==> src/rtl/game_timer_ctrl.sv <==
// Round timer sequencer: gates the tick prescaler and counts its timeouts down
// from a loaded value, with pause/resume, restart and abort.
module game_timer_ctrl #(
  parameter int CNT_W = 7
) (
  input  logic             clk,
  input  logic             rst,
  input  logic             start,
  input  logic             pause,
  input  logic             abort,
  input  logic [CNT_W-1:0] load_val,
  input  logic             tick_in,
  output logic             presc_en,
  output logic             presc_rst_n,
  output logic [CNT_W-1:0] remaining,
  output logic             busy,
  output logic             expired,
  output logic [1:0]       state
);

  // state  | meaning
  // IDLE   | no round; prescaler disabled, remaining = 0
  // RUN    | prescaler enabled, tick_in decrements remaining
  // PAUSED | prescaler frozen mid-interval, ticks discarded
  // DONE   | reached zero; waits for start or abort
  typedef enum logic [1:0] {
    IDLE   = 2'd0,
    RUN    = 2'd1,
    PAUSED = 2'd2,
    DONE   = 2'd3
  } state_t;

  state_t           state_q, state_d;
  logic [CNT_W-1:0] rem_d;
  logic             exp_d;
  logic             prn_d;

  always_ff @(posedge clk) begin
    if (rst) begin
      state_q     <= IDLE;
      remaining   <= '0;
      expired     <= 1'b0;
      presc_rst_n <= 1'b0;
    end else begin
      state_q     <= state_d;
      remaining   <= rem_d;
      expired     <= exp_d;
      presc_rst_n <= prn_d;
    end
  end

  // Any start pulse, even a rejected zero load, consumes the cycle.
  always_comb begin
    state_d = state_q;
    rem_d   = remaining;
    exp_d   = 1'b0;
    prn_d   = 1'b1;
    if (abort) begin
      state_d = IDLE;
      rem_d   = '0;
    end else if (start) begin
      if (load_val != '0) begin
        state_d = RUN;
        rem_d   = load_val;
        prn_d   = 1'b0;
      end
    end else begin
      unique case (state_q)
        RUN: begin
          if (tick_in && remaining != '0) begin
            rem_d = remaining - CNT_W'(1);
            if (remaining == CNT_W'(1)) begin
              state_d = DONE;
              exp_d   = 1'b1;
            end else if (pause) begin
              state_d = PAUSED;
            end
          end else if (pause) begin
            state_d = PAUSED;
          end
        end
        PAUSED: if (pause) state_d = RUN;
        default: ;
      endcase
    end
  end

  assign state    = state_q;
  assign presc_en = (state_q == RUN);
  assign busy     = (state_q == RUN) || (state_q == PAUSED);

endmodule

==> config.mk <==
export PLATFORM = sky130hd
export DESIGN_NAME = game_timer_ctrl
export DESIGN_NICKNAME = d
export VERILOG_FILES = /design/src/rtl/game_timer_ctrl.sv
export SDC_FILE = /design/constraint.sdc
export NUM_CORES = 1
export LEC_CHECK = 0
export BUFFER_PORTS_ARGS = -buffer_cell sky130_fd_sc_hd__buf_4
export CAP_MARGIN = 20
export CORE_MARGIN = 10
export CORE_UTILIZATION = 51
export DETAILED_ROUTE_END_ITERATION = 10
export PLACE_DENSITY = 0.82
export SYNTH_ARGS = -nofsm -noshare
export SYNTH_HDL_FRONTEND = slang
export SYNTH_SLANG_ARGS = --single-unit
export TNS_END_PERCENT = 50
==> constraint.sdc <==
create_clock -name clk -period 3.3 [get_ports clk]
set_input_delay 0.33 -clock clk [delete_from_list [all_inputs] [get_ports clk]]
set_output_delay 0.33 -clock clk [all_outputs]
set_load 0.05 [all_outputs]
### Word level (Yosys, flattened, before mapping)

Index checks and enable logic that the tools add are counted.
Widths: inputs -> output; s select.

| storage, ports and cells | value |
|---|---|
| word-level logic and storage cells | 38 |
| input port bits | 13 |
| output and inout bits | 13 |
| flip-flop bits (word level) | 11 |

| cells by class | value |
|---|---|
| equality and inequality tests | 5 |
| bitwise operators | 2 |
| mux-type cells | 15 |
| reduce and logical (&&, ||, !) cells | 11 |
| add/sub/neg operators | 1 |

Operators by type and width:

| cell | count |
|---|---|
| $mux 7 | 4 |
| $reduce_bool 7->1 | 2 |
| $mux 2 | 6 |
| $eq 7x1->1 const B | 1 |
| $sub 7x1->7 const B | 1 |
| $reduce_and 3->1 | 2 |
| $reduce_or 5->1 | 1 |
| $mux 1 | 4 |
| $pmux 2 s2 | 1 |
| $reduce_bool 2->1 | 2 |
| $ne 3x3->1 const B | 1 |
| $reduce_bool 3->1 | 1 |
| $eq 2x1->1 const B | 1 |
| $eq 2x2->1 const B | 1 |
| $ne 2x1->1 const B | 1 |
| $not 1->1 | 2 |
| $reduce_or 2->1 | 1 |
| $logic_and 1x1->1 | 1 |
| $logic_or 1x1->1 | 1 |

### Depth between registers and ports, before layout

Gate-level depths: netlist of run 1.

| depth | value |
|---|---|
| depth after elaboration | 5 |
| gate-level depth with buffers | 6 |
| depth with buffers taken out | 6 |

### Worst setup path after synthesis of run 1

No wires, ideal clock.

| path | value |
|---|---|
| kind | register to register |
| start | reg state_q[0], in the netlist state[0] |
| end | reg remaining[5] |
| cell stages (with the launch flop) | 6 |
| path buffers | 0 |
| setup time | 116 ps |
| data arrival time | 2012 ps |
| path slack | 1173 ps |
| data required time | 3184 ps |
| period minus slack after synthesis | 2127 ps |
| path through | dfxtp_1 > ha_1 > nor2b_1 > o211a_1 > o22ai_1 > a31o_1 |

| on the way | value |
|---|---|
| word-level cells in the longest chain between the ends | 3 |

Ends and longest elaborated chain:

| item | RTL line | source |
|---|---|---|
| from (decl) | 33 | `state_t state_q, state_d;` |
| from (signal assigned) | 45 | `state_q <= state_d;` |
| $eq 2x1->1 | -- |  |
| via presc_en | 13 | `output logic presc_en,` |
| $reduce_bool 2->1 (no line) | -- |  |
| $reduce_and 3->1 (no line) | -- |  |
| to (signal assigned) | 46 | `remaining <= rem_d;` |
| to (decl) | 15 | `output logic [CNT_W-1:0] remaining,` |

The timed path passes the listed nets, and every way through them passes these cells.
A chain may end at the register's enable or synchronous reset.

### Final worst setup path of run 1

| path | value |
|---|---|
| start | reg remaining[4] |
| end | reg state_q[1], in the netlist state[1] |

| on the way | value |
|---|---|
| word-level cells in the longest chain between the ends | 5 |

Ends and longest elaborated chain:

| item | RTL line | source |
|---|---|---|
| $eq 7x1->1 / $reduce_bool 7->1 (equally long branches) | 72, 70 |  |
| $mux 2 / $logic_and 1x1->1 (equally long branches) | 72, 70 |  |
| $mux 2 (*) | 70 | `if (tick_in && remaining != '0) begin` |
| $pmux 2 s2 (*) | 68 | `unique case (state_q)` |
| $mux 2 (*) | 61 | `end else if (start) begin` |

Every way passes the cells marked *; elsewhere a longest branch is shown, timed or not.

==> impl_metrics.py, run 1 <==
metrics = {
    "clock_network": {
        "tritoncts": "done",
        "cts_root_buffer": "clkbuf_4",
        "htree_levels": 1,
        "clk_pin_slew_ns": 0.07,
        "cts_resized": 0,
        "clkLatencyLatePin_ns": 0.27,
        "postCtsSetupRepairBufs": 0,
        "cts_buffers": 3,
        "clockBufferDepth": 2,
        "cts.sinks": 11,
        "cts_hold_buf": 0,
    },
    "cells_and_area": {
        "num_antenna_cells": 0,
        "nets": 135,
        "drive_above_1_share_pct": 27.4,
        "syn_to_final_growth_pct": 30.1,
        "layoutNonFillerInstCount": 132,
        "final_util_pct": 71.3,
        "finalInstanceArea_um2": 951,
    },
    "critical_path": {
        "crit_fanout": 6,
        "worst_setup_path_start_kind": "register",
        "cp.required_ns": 3.46,
        "r2r_cells": 4,
        "crit_slowest_cell": "or4_4",
        "crit_buf_inv": 0,
        "cp.depth": 4,
        "cp.arrival_ns": 2.04,
        "crit_family": "simple AND/OR/NAND/NOR gates",
        "crit_type": "reg -> reg",
        "crit_path_end_kind": "register",
        "crit_chain": "or4_4 > nor4_4 > o22ai_1 > a2111oi_2",
        "critical_path.max_stage_delay_ns": 0.60,
    },
    "place": {
        "dpl.hpwl_um": 1700,
        "place_inst": 128,
        "io_buffer_count": 25,
        "placed_area_um2": 925,
        "gp_congestion": 0.884,
    },
    "sta": {
        "fin_worst_skew_ns": 0.00587,
        "setup_viol": 0,
        "tightest_slew_ns": 0.574,
        "slew_viol_final": 0,
        "rsz0062_at_grt": "false",
        "finalHoldViolCount": 0,
        "relSlewSlack_pct": 61.5,
        "fin_tns_setup_ns": 0,
        "fmax_mhz": 531,
        "fin_crit_sh_pct": 57.1,
        "min_period_ns": 1.88,
    },
    "routing": {
        "via_per_inst": 6.15,
        "wire_per_inst_um": 16.7,
        "drt-total-wl_um": 2200,
        "firstDrtPassIters": 4,
        "route.detailed.drc": 0,
        "antenna_left": 0,
        "drtIter0Drc": 19,
        "via_count": 812,
    },
    "floorplanning": {
        "core_um2": 1330,
        "die_width_um": 57.9,
        "io_pins": 26,
        "die_h_um": 57.9,
        "die_area_um2": 3350,
        "rows": 13,
        "start_util_pct": 54.8,
    },
    "pwr": {
        "p_total_mw": 0.346,
        "switchingPower_mw": 0.122,
        "p_leak_nw": 0.406,
        "p_per_area_nw_per_um2": 364,
        "internal-power_mw": 0.224,
        "pwr-share-seq_pct": 41.8,
        "clkPwrFrac_pct": 27.4,
        "vdd_ir_drop_max_uv": 248,
        "combPwrFrac_pct": 30.8,
        "switching_share_pct": 35.2,
    },
    "min_path": {
        "holdPathStages": 2,
        "hold_class": "in -> reg",
    },
    "logic_synthesis": {
        "ys_warn_count": 0,
        "yosys-top-cells-area": "dfxtp_1 (30%), ha_1 (6.8%), nor2_1 (5.7%)",
        "synth_cells": 91,
        "ys_types": 37,
        "synthTopCellsByCount": "dfxtp_1 (11), nor2_1 (11), nand2_1 (8), inv_1 (6), a21oi_1 (5)",
        "synth_top_area_share_pct": 30.1,
        "synth_area_per_cell_um2": 8.03,
        "async_reset_ff_share_pct": 0,
        "yosysTopAreaCell": "dfxtp_1",
        "synth_flop_cell": "dfxtp_1",
        "synth_nets": 108,
        "synth_seq_cells": 11,
        "synth_area_um2": 731,
        "synth_edf_count": 0,
        "synth_seq_area_share_pct": 30.1,
    },
    "global_route": {
        "grt_overflow": 0,
        "grt_max_degree": 20,
        "antenna_found_initial": 0,
        "grt_pass1_vias": 821,
        "grt_util_all_layers_pct": 13.3,
        "grt_pass1_wl_um": 3690,
    },
    "flow_run": {
        "drv_cap": 0,
    },
    "status": {
        "outcome": "finished clean",
    },
}
through the flow:
stage	hold WS (ns)	setup WS (ns)
finish	0.230	1.42
global route	0.230	1.32
CTS	0.226	1.41
detailed placement	0.512	1.35
global placement	0.504	1.41
floorplan	0.402	1.17
cell families (layout without fill, tap and decap cells):
| group | count (synthesis) | in the layout | share of synthesized area [%] |
|---|---|---|---|
| buf+inv | 9 | 35 | 4.79 |
| flops | 11 | 11 | 30.1 |
| compound gates | 31 | 31 | 30.7 |
| simple gates | 36 | 36 | 27.6 |
| fa+ha+maj | 4 | 4 | 6.85 |
layout by cell type, fill, tap and decap left out:
cell,n
o211ai_1,3
a21boi_0,1
nor2_1,11
a221oi_1,2
a21oi_1,5
a31oi_1,1
or4_1,2
nand3b_1,1
o31ai_1,1
nor4_4,1
o21ai_1,3
nor3b_1,2
a211oi_1,1
buf_4,25
o21a_1,2
a2111oi_2,1
nand2b_1,2
nand2_1,8
clkbuf_4,3
inv_1,6
o211ai_2,1
a22oi_1,1
o211a_1,1
nor2b_1,1
a31o_1,1
or2_1,1
ha_1,4
dfxtp_1,11
or4_4,1
o22ai_1,3
and3_1,1
clkbuf_1,1
o32ai_1,2
o21ai_0,2
nand3_1,2
or3_1,2
nand4_1,1
power groups by stage:
stage | sequential, mW | combinational, mW | clock (mW)
floorplan | 0.166 | 0.0522 | 0
global placement | 0.148 | 0.104 | 0
detailed placement | 0.148 | 0.105 | 0
CTS | 0.145 | 0.106 | 0.0964
global route | 0.146 | 0.115 | 0.103
finish | 0.145 | 0.107 | 0.0949
worst paths after layout:
kind / to / start / slack, ns
min reg2reg: state[0] / state[0] / 0.54
max reg2reg: state[1] / remaining[4] / 1.42
min: presc_rst_n / rst / 0.23
max: state[1] / remaining[4] / 1.42
registers in the layout, summed over array words and instances (netlist names):
name	cells
expired	1
presc_rst_n	1
remaining	7
state	2
area by class of cell:
class / count / area, um2
Timing Repair Buffer: 25 / 188
Sequential cell: 11 / 220
Clock buffer: 4 / 26.3
Multi-Input combinational cell: 71 / 475
Fill cell: 123 / 383
Inverter: 6 / 22.5
Tap cell: 15 / 18.8
routing by layer:
layer | global-route usage, % | up-vias | wire [um]
li1 | - | 394 | -
met1 | 16.2 | 379 | 993
met2 | 20.6 | 37 | 1030
met3 | 4.58 | 2 | 167
met4 | 6.04 | 0 | 13
met5 | 0 | - | 0
Power figures use the tool's default switching activity.
==> run 2: changes to the inputs <==
--- a/config.mk
+++ b/config.mk
@@ -8,9 +8,9 @@
 export BUFFER_PORTS_ARGS = -buffer_cell sky130_fd_sc_hd__buf_4
 export CAP_MARGIN = 20
 export CORE_MARGIN = 10
-export CORE_UTILIZATION = 51
+export CORE_UTILIZATION = 47
 export DETAILED_ROUTE_END_ITERATION = 10
-export PLACE_DENSITY = 0.82
+export PLACE_DENSITY = 0.76
 export SYNTH_ARGS = -nofsm -noshare
 export SYNTH_HDL_FRONTEND = slang
 export SYNTH_SLANG_ARGS = --single-unit
==> constraint.sdc (replaced) <==
create_clock -name clk -period 1.85 [get_ports clk]
set_input_delay 0.185 -clock clk [delete_from_list [all_inputs] [get_ports clk]]
set_output_delay 0.185 -clock clk [all_outputs]
set_load 0.05 [all_outputs]
==> run 2 against run 1 <==
Setup slack lost 1.3 ns; sequential share of layout area barely moved; power up 78%; critical path type unchanged; highest routed layer is now met3.
==> impl_metrics.py, run 2 (same netlist as run 1, synthesis figures left out) <==
metrics = {
    "status": {
        "outcome": "finished clean",
    },
    "critical_path": {
        "crit_chain": "or4_4 > o211ai_2 > a221oi_1 > a31o_1",
        "cp.arrival_ns": 1.95,
        "crit_fanout": 7,
        "worst_setup_path_start_kind": "register",
        "cp.required_ns": 2.02,
        "crit_slowest_cell": "or4_4",
        "crit_path_end_kind": "register",
        "critical_path.max_stage_delay_ns": 0.58,
        "crit_type": "reg -> reg",
    },
    "routing": {
        "antenna_left": 0,
        "via_per_inst": 5.93,
        "firstDrtPassIters": 4,
        "wire_per_inst_um": 15.8,
        "route.detailed.drc": 0,
        "via_count": 794,
        "drtIter0Drc": 25,
        "drt-total-wl_um": 2120,
    },
    "clock_network": {
        "cts_resized": 0,
        "clkLatencyLatePin_ns": 0.27,
        "cts_root_buffer": "clkbuf_4",
        "postCtsSetupRepairBufs": 0,
        "cts.sinks": 11,
        "cts_hold_buf": 0,
        "cts_buffers": 3,
        "clockBufferDepth": 2,
        "htree_levels": 1,
        "tritoncts": "done",
        "clk_pin_slew_ns": 0.07,
    },
    "global_route": {
        "grt_overflow": 0,
        "grt_max_degree": 20,
        "grt_pass1_wl_um": 3440,
        "grt_pass1_vias": 754,
        "grt_util_all_layers_pct": 12.2,
        "antenna_found_initial": 0,
    },
    "sta": {
        "tightest_slew_ns": 0.525,
        "setup_ws_ns": 0.0721,
        "finalHoldViolCount": 0,
        "fmax_mhz": 562,
        "relSlewSlack_pct": 64.9,
        "rsz0062_at_grt": "true",
        "fin_crit_sh_pct": 96.1,
        "fin_worst_skew_ns": 0.00347,
        "setup_viol": 0,
        "min_period_ns": 1.78,
        "slew_viol_final": 0,
        "fin_tns_setup_ns": 0,
    },
    "floorplanning": {
        "die_area_um2": 3530,
        "die_width_um": 59.4,
        "rows": 14,
        "core_um2": 1490,
        "die_h_um": 59.4,
        "io_pins": 26,
        "start_util_pct": 49.1,
    },
    "cells_and_area": {
        "finalInstanceArea_um2": 978,
        "final_util_pct": 65.7,
        "largest_register_ffs": 7,
        "fill_cells": 134,
        "final_common_cell": "buf_4",
        "drive_above_1_share_pct": 33.1,
        "nets": 136,
        "largest-register": "remaining",
        "syn_to_final_growth_pct": 33.9,
        "final_cell_mix": "buf_4 (26), nor2_1 (11), nand2_1 (8)",
        "num_antenna_cells": 0,
        "layoutNonFillerInstCount": 134,
    },
    "flow_run": {
        "drv_cap": 0,
    },
    "place": {
        "placed_area_um2": 952,
        "dpl.hpwl_um": 1680,
        "gp_congestion": 0.894,
        "io_buffer_count": 25,
        "pre_cts_ws_ns": 0.0642,
        "place_inst": 130,
    },
    "pwr": {
        "vdd_ir_drop_max_uv": 448,
        "p_per_area_nw_per_um2": 629,
        "p_leak_nw": 0.414,
    },
    "min_path": {
        "hold_class": "in -> reg",
    },
}
==> run 2: cell types whose count changed in the layout (fill, tap and decap cells not counted) <==
cell | previous run | this run
buf_4 | 25 | 26
dfxtp_1 | 11 | 6
dfxtp_2 | 0 | 5
ha_1 | 4 | 3
ha_4 | 0 | 1
==> run 2: final cells by class <==
class | count | area (um2) | area share [%]
Multi-Input combinational cell | 71 | 488 | 49.9
Sequential cell | 11 | 226 | 23.1
Timing Repair Buffer | 26 | 195 | 19.9
Clock buffer | 4 | 26.3 | 2.69
Inverter | 6 | 22.5 | 2.30
Tap cell | 16 | 20.0 | 2.05
==> run 2: path summary, 6_finish.rpt <==
check | startpoint | endpoint | slack [ns] | depth (start not counted)
hold / removal | rst | presc_rst_n | 0.07 | 2
setup reg to reg | remaining[4] | remaining[5] | 0.07 | 4
hold reg to reg | remaining[4] | remaining[4] | 0.49 | 2
setup / recovery | remaining[4] | remaining[5] | 0.07 | 4
==> run 2: metal layers <==
| layer | global-route usage, % | vias up | part of all wire, % |
|---|---|---|---|
| li1 | - | 393 | - |
| met1 | 15.1 | 368 | 45 |
| met2 | 18.7 | 33 | 47 |
| met3 | 5.58 | 0 | 7.6 |
| met4 | 2.30 | 0 | 0 |
| met5 | 0 | - | 0 |
==> run 2: worst max-delay path, delay by kind of cell, from the launching register on <==
family	cells	cell delay (ns)
AOI/OAI and AO/OA	3	0.75
DFF	1	0.34
and+or+nand+nor	1	0.58
==> run 2: stage by stage <==
| step | power [mW] | hold slack [ns] |
|---|---|---|
| finish | 0.615 | 0.0736 |
| detailed placement | 0.456 | 0.360 |
| global placement | 0.455 | 0.360 |
| floorplan | 0.393 | 0.257 |
| CTS | 0.618 | 0.0712 |
| global route | 0.647 | 0.0770 |
==> run 2: power breakdown <==
group	internal (mW)	total (mW)	leakage [nW]	switching (mW)
Clock	0.0836	0.164	0.0150	0.0802
Sequential	0.248	0.260	0.0921	0.0126
Combinational	0.0725	0.191	0.307	0.118
==> run 3: changes to the inputs <==
--- a/config.mk
+++ b/config.mk
@@ -7,7 +7,6 @@
 export LEC_CHECK = 0
 export BUFFER_PORTS_ARGS = -buffer_cell sky130_fd_sc_hd__buf_4
 export CAP_MARGIN = 20
-export CORE_MARGIN = 10
 export CORE_UTILIZATION = 47
 export DETAILED_ROUTE_END_ITERATION = 10
 export PLACE_DENSITY = 0.76
==> run 3 against run 2 <==
Register-to-register slack about the same; clock skew is 0.0023 ns lower; global-route usage grew 13 points; sequential power hardly changed; count of clock-buffer cells in the layout shrank 1; maximum frequency up 0.20%; sequential share of layout area down 0.35 points; routed wire length is 6.2% lower; combinational power barely moved; critical path depth grew 1; cell area grew 1.5%; critical path type unchanged; critical endpoint unchanged.
==> impl_metrics.py, run 3 (same netlist as run 1, synthesis figures left out) <==
metrics = {
    "status": {
        "outcome": "finished clean",
    },
    "sta": {
        "timing.hold.ws_ns": 0.0620,
        "fmax_mhz": 564,
        "min_period_ns": 1.77,
        "rsz0062_at_grt": "false",
        "relSlewSlack_pct": 64.6,
        "setup_viol": 0,
        "tightest_slew_ns": 0.529,
        "finalHoldViolCount": 0,
        "fin_worst_skew_ns": 0.00118,
        "fin_crit_sh_pct": 95.9,
        "slew_viol_final": 0,
        "fin_tns_setup_ns": 0,
    },
    "floorplanning": {
        "start_util_pct": 53.5,
        "rows": 13,
        "die_area_um2": 1720,
        "core_um2": 1370,
        "die_h_um": 41.4,
        "io_pins": 26,
        "die_width_um": 41.4,
    },
    "cells_and_area": {
        "final_cell_mix": "buf_4 (28), nor2_1 (11), nand2_1 (8)",
        "syn_to_final_growth_pct": 36.0,
        "finalInstanceArea_um2": 993,
        "largest-register": "remaining",
        "register_area_um2": 226,
        "multi_input_area_um2": 488,
        "final_common_cell": "buf_4",
        "fill_cells": 121,
        "nets": 138,
        "num_antenna_cells": 0,
        "drive_above_1_share_pct": 35.0,
        "largest_register_ffs": 7,
        "layoutNonFillerInstCount": 135,
    },
    "clock_network": {
        "cts.sinks": 11,
        "tritoncts": "done",
        "clkLatencyLatePin_ns": 0.28,
        "clk_pin_slew_ns": 0.07,
        "htree_levels": 1,
        "cts_root_buffer": "clkbuf_4",
        "postCtsSetupRepairBufs": 0,
        "cts_buffers": 3,
        "clockBufferDepth": 2,
    },
    "pwr": {
        "p_leak_nw": 0.426,
        "p_per_area_nw_per_um2": 630,
        "pwr-share-seq_pct": 41.4,
        "internal-power_mw": 0.402,
        "combPwrFrac_pct": 30.9,
        "switchingPower_mw": 0.224,
        "vdd_ir_drop_max_uv": 376,
        "clkPwrFrac_pct": 27.7,
        "p_total_mw": 0.626,
        "switching_share_pct": 35.8,
    },
    "critical_path": {
        "crit_chain": "or4_4 > o211a_1 > buf_4 > o22ai_1 > a31o_1",
        "r2r_slack_ns": 0.08,
        "crit_buf_inv": 1,
        "crit_fanout": 6,
        "crit_family": "compound AO/OA/AOI/OAI gates",
        "critical_path.max_stage_delay_ns": 0.58,
        "crit_type": "reg -> reg",
        "worst_setup_path_start_kind": "register",
        "crit_path_end_kind": "register",
        "cp.arrival_ns": 2.00,
        "cp.required_ns": 2.08,
        "crit_slowest_cell": "or4_4",
    },
    "min_path": {
        "hold_class": "in -> reg",
    },
    "global_route": {
        "grt_overflow": 0,
        "antenna_found_initial": 0,
        "grt_pass1_vias": 723,
        "grt_max_degree": 20,
        "grt_util_all_layers_pct": 24.7,
        "grt_pass1_wl_um": 3340,
    },
    "place": {
        "placed_area_um2": 966,
        "place_inst": 131,
        "gp_congestion": 0.849,
        "io_buffer_count": 25,
        "dpl.hpwl_um": 1530,
    },
    "routing": {
        "wire_per_inst_um": 14.7,
        "route.detailed.drc": 0,
        "via_per_inst": 6.02,
        "firstDrtPassIters": 4,
        "antenna_left": 0,
        "via_count": 813,
        "drt-total-wl_um": 1990,
        "drtIter0Drc": 35,
    },
    "flow_run": {
        "drv_cap": 0,
    },
}
[run 3: per-stage QoR]
step / setup WS, ns / util (%)
6_report: 0.0756 / 72.7
5_1_grt: 0.0120 / 72.7
4_1_cts: 0.0486 / 72.7
3_5_place_dp: 0.0704 / 70.7
3_3_place_gp: 0.0840 / 70.7
2_1_floorplan: -0.0220 / -
[run 3: power by group through the flow]
stage,clock [mW],combinational [mW],sequential (mW)
final,0.173,0.193,0.259
after global routing,0.197,0.207,0.261
after CTS,0.180,0.192,0.259
after detailed placement,0,0.192,0.265
after global placement,0,0.188,0.264
after floorplan,0,0.0954,0.298
[run 3: path summary, 6_finish.rpt]
kind                     start      endpoint  depth (start not counted)
setup / recovery  remaining[4]  remaining[5]                          5
hold / removal             rst   presc_rst_n                          2
setup reg to reg  remaining[4]  remaining[5]                          5
hold reg to reg   remaining[2]  remaining[2]                          2
[run 3: layer usage]
metal,share of wire [%],up-vias,routed length (um),global-route usage (%)
li1,-,403,-,-
met3,6.2,5,124,7.83
met5,0,-,0,0
met2,47,28,929,35.9
met1,45,377,898,33.7
met4,1.9,0,37,9.68
[run 3: what timing repair did]
| item | CTS | global route |
|---|---|---|
| hold buffers | 0 | 0 |
| gates resized for setup | 0 | 0 |
| setup endpoints to repair | 0 | 1 |
| endpoints found under the hold margin | 0 | 0 |
[run 3: layout make-up]
type                       instances  share of cell area (%)
inverter                           6                    2.27
multi-input combinational         71                    49.1
tap                               15                    1.89
clock buffer                       3                    2.27
sequential                        11                    22.8
timing repair buffer              28                    21.2
clock inverter                     1                   0.504
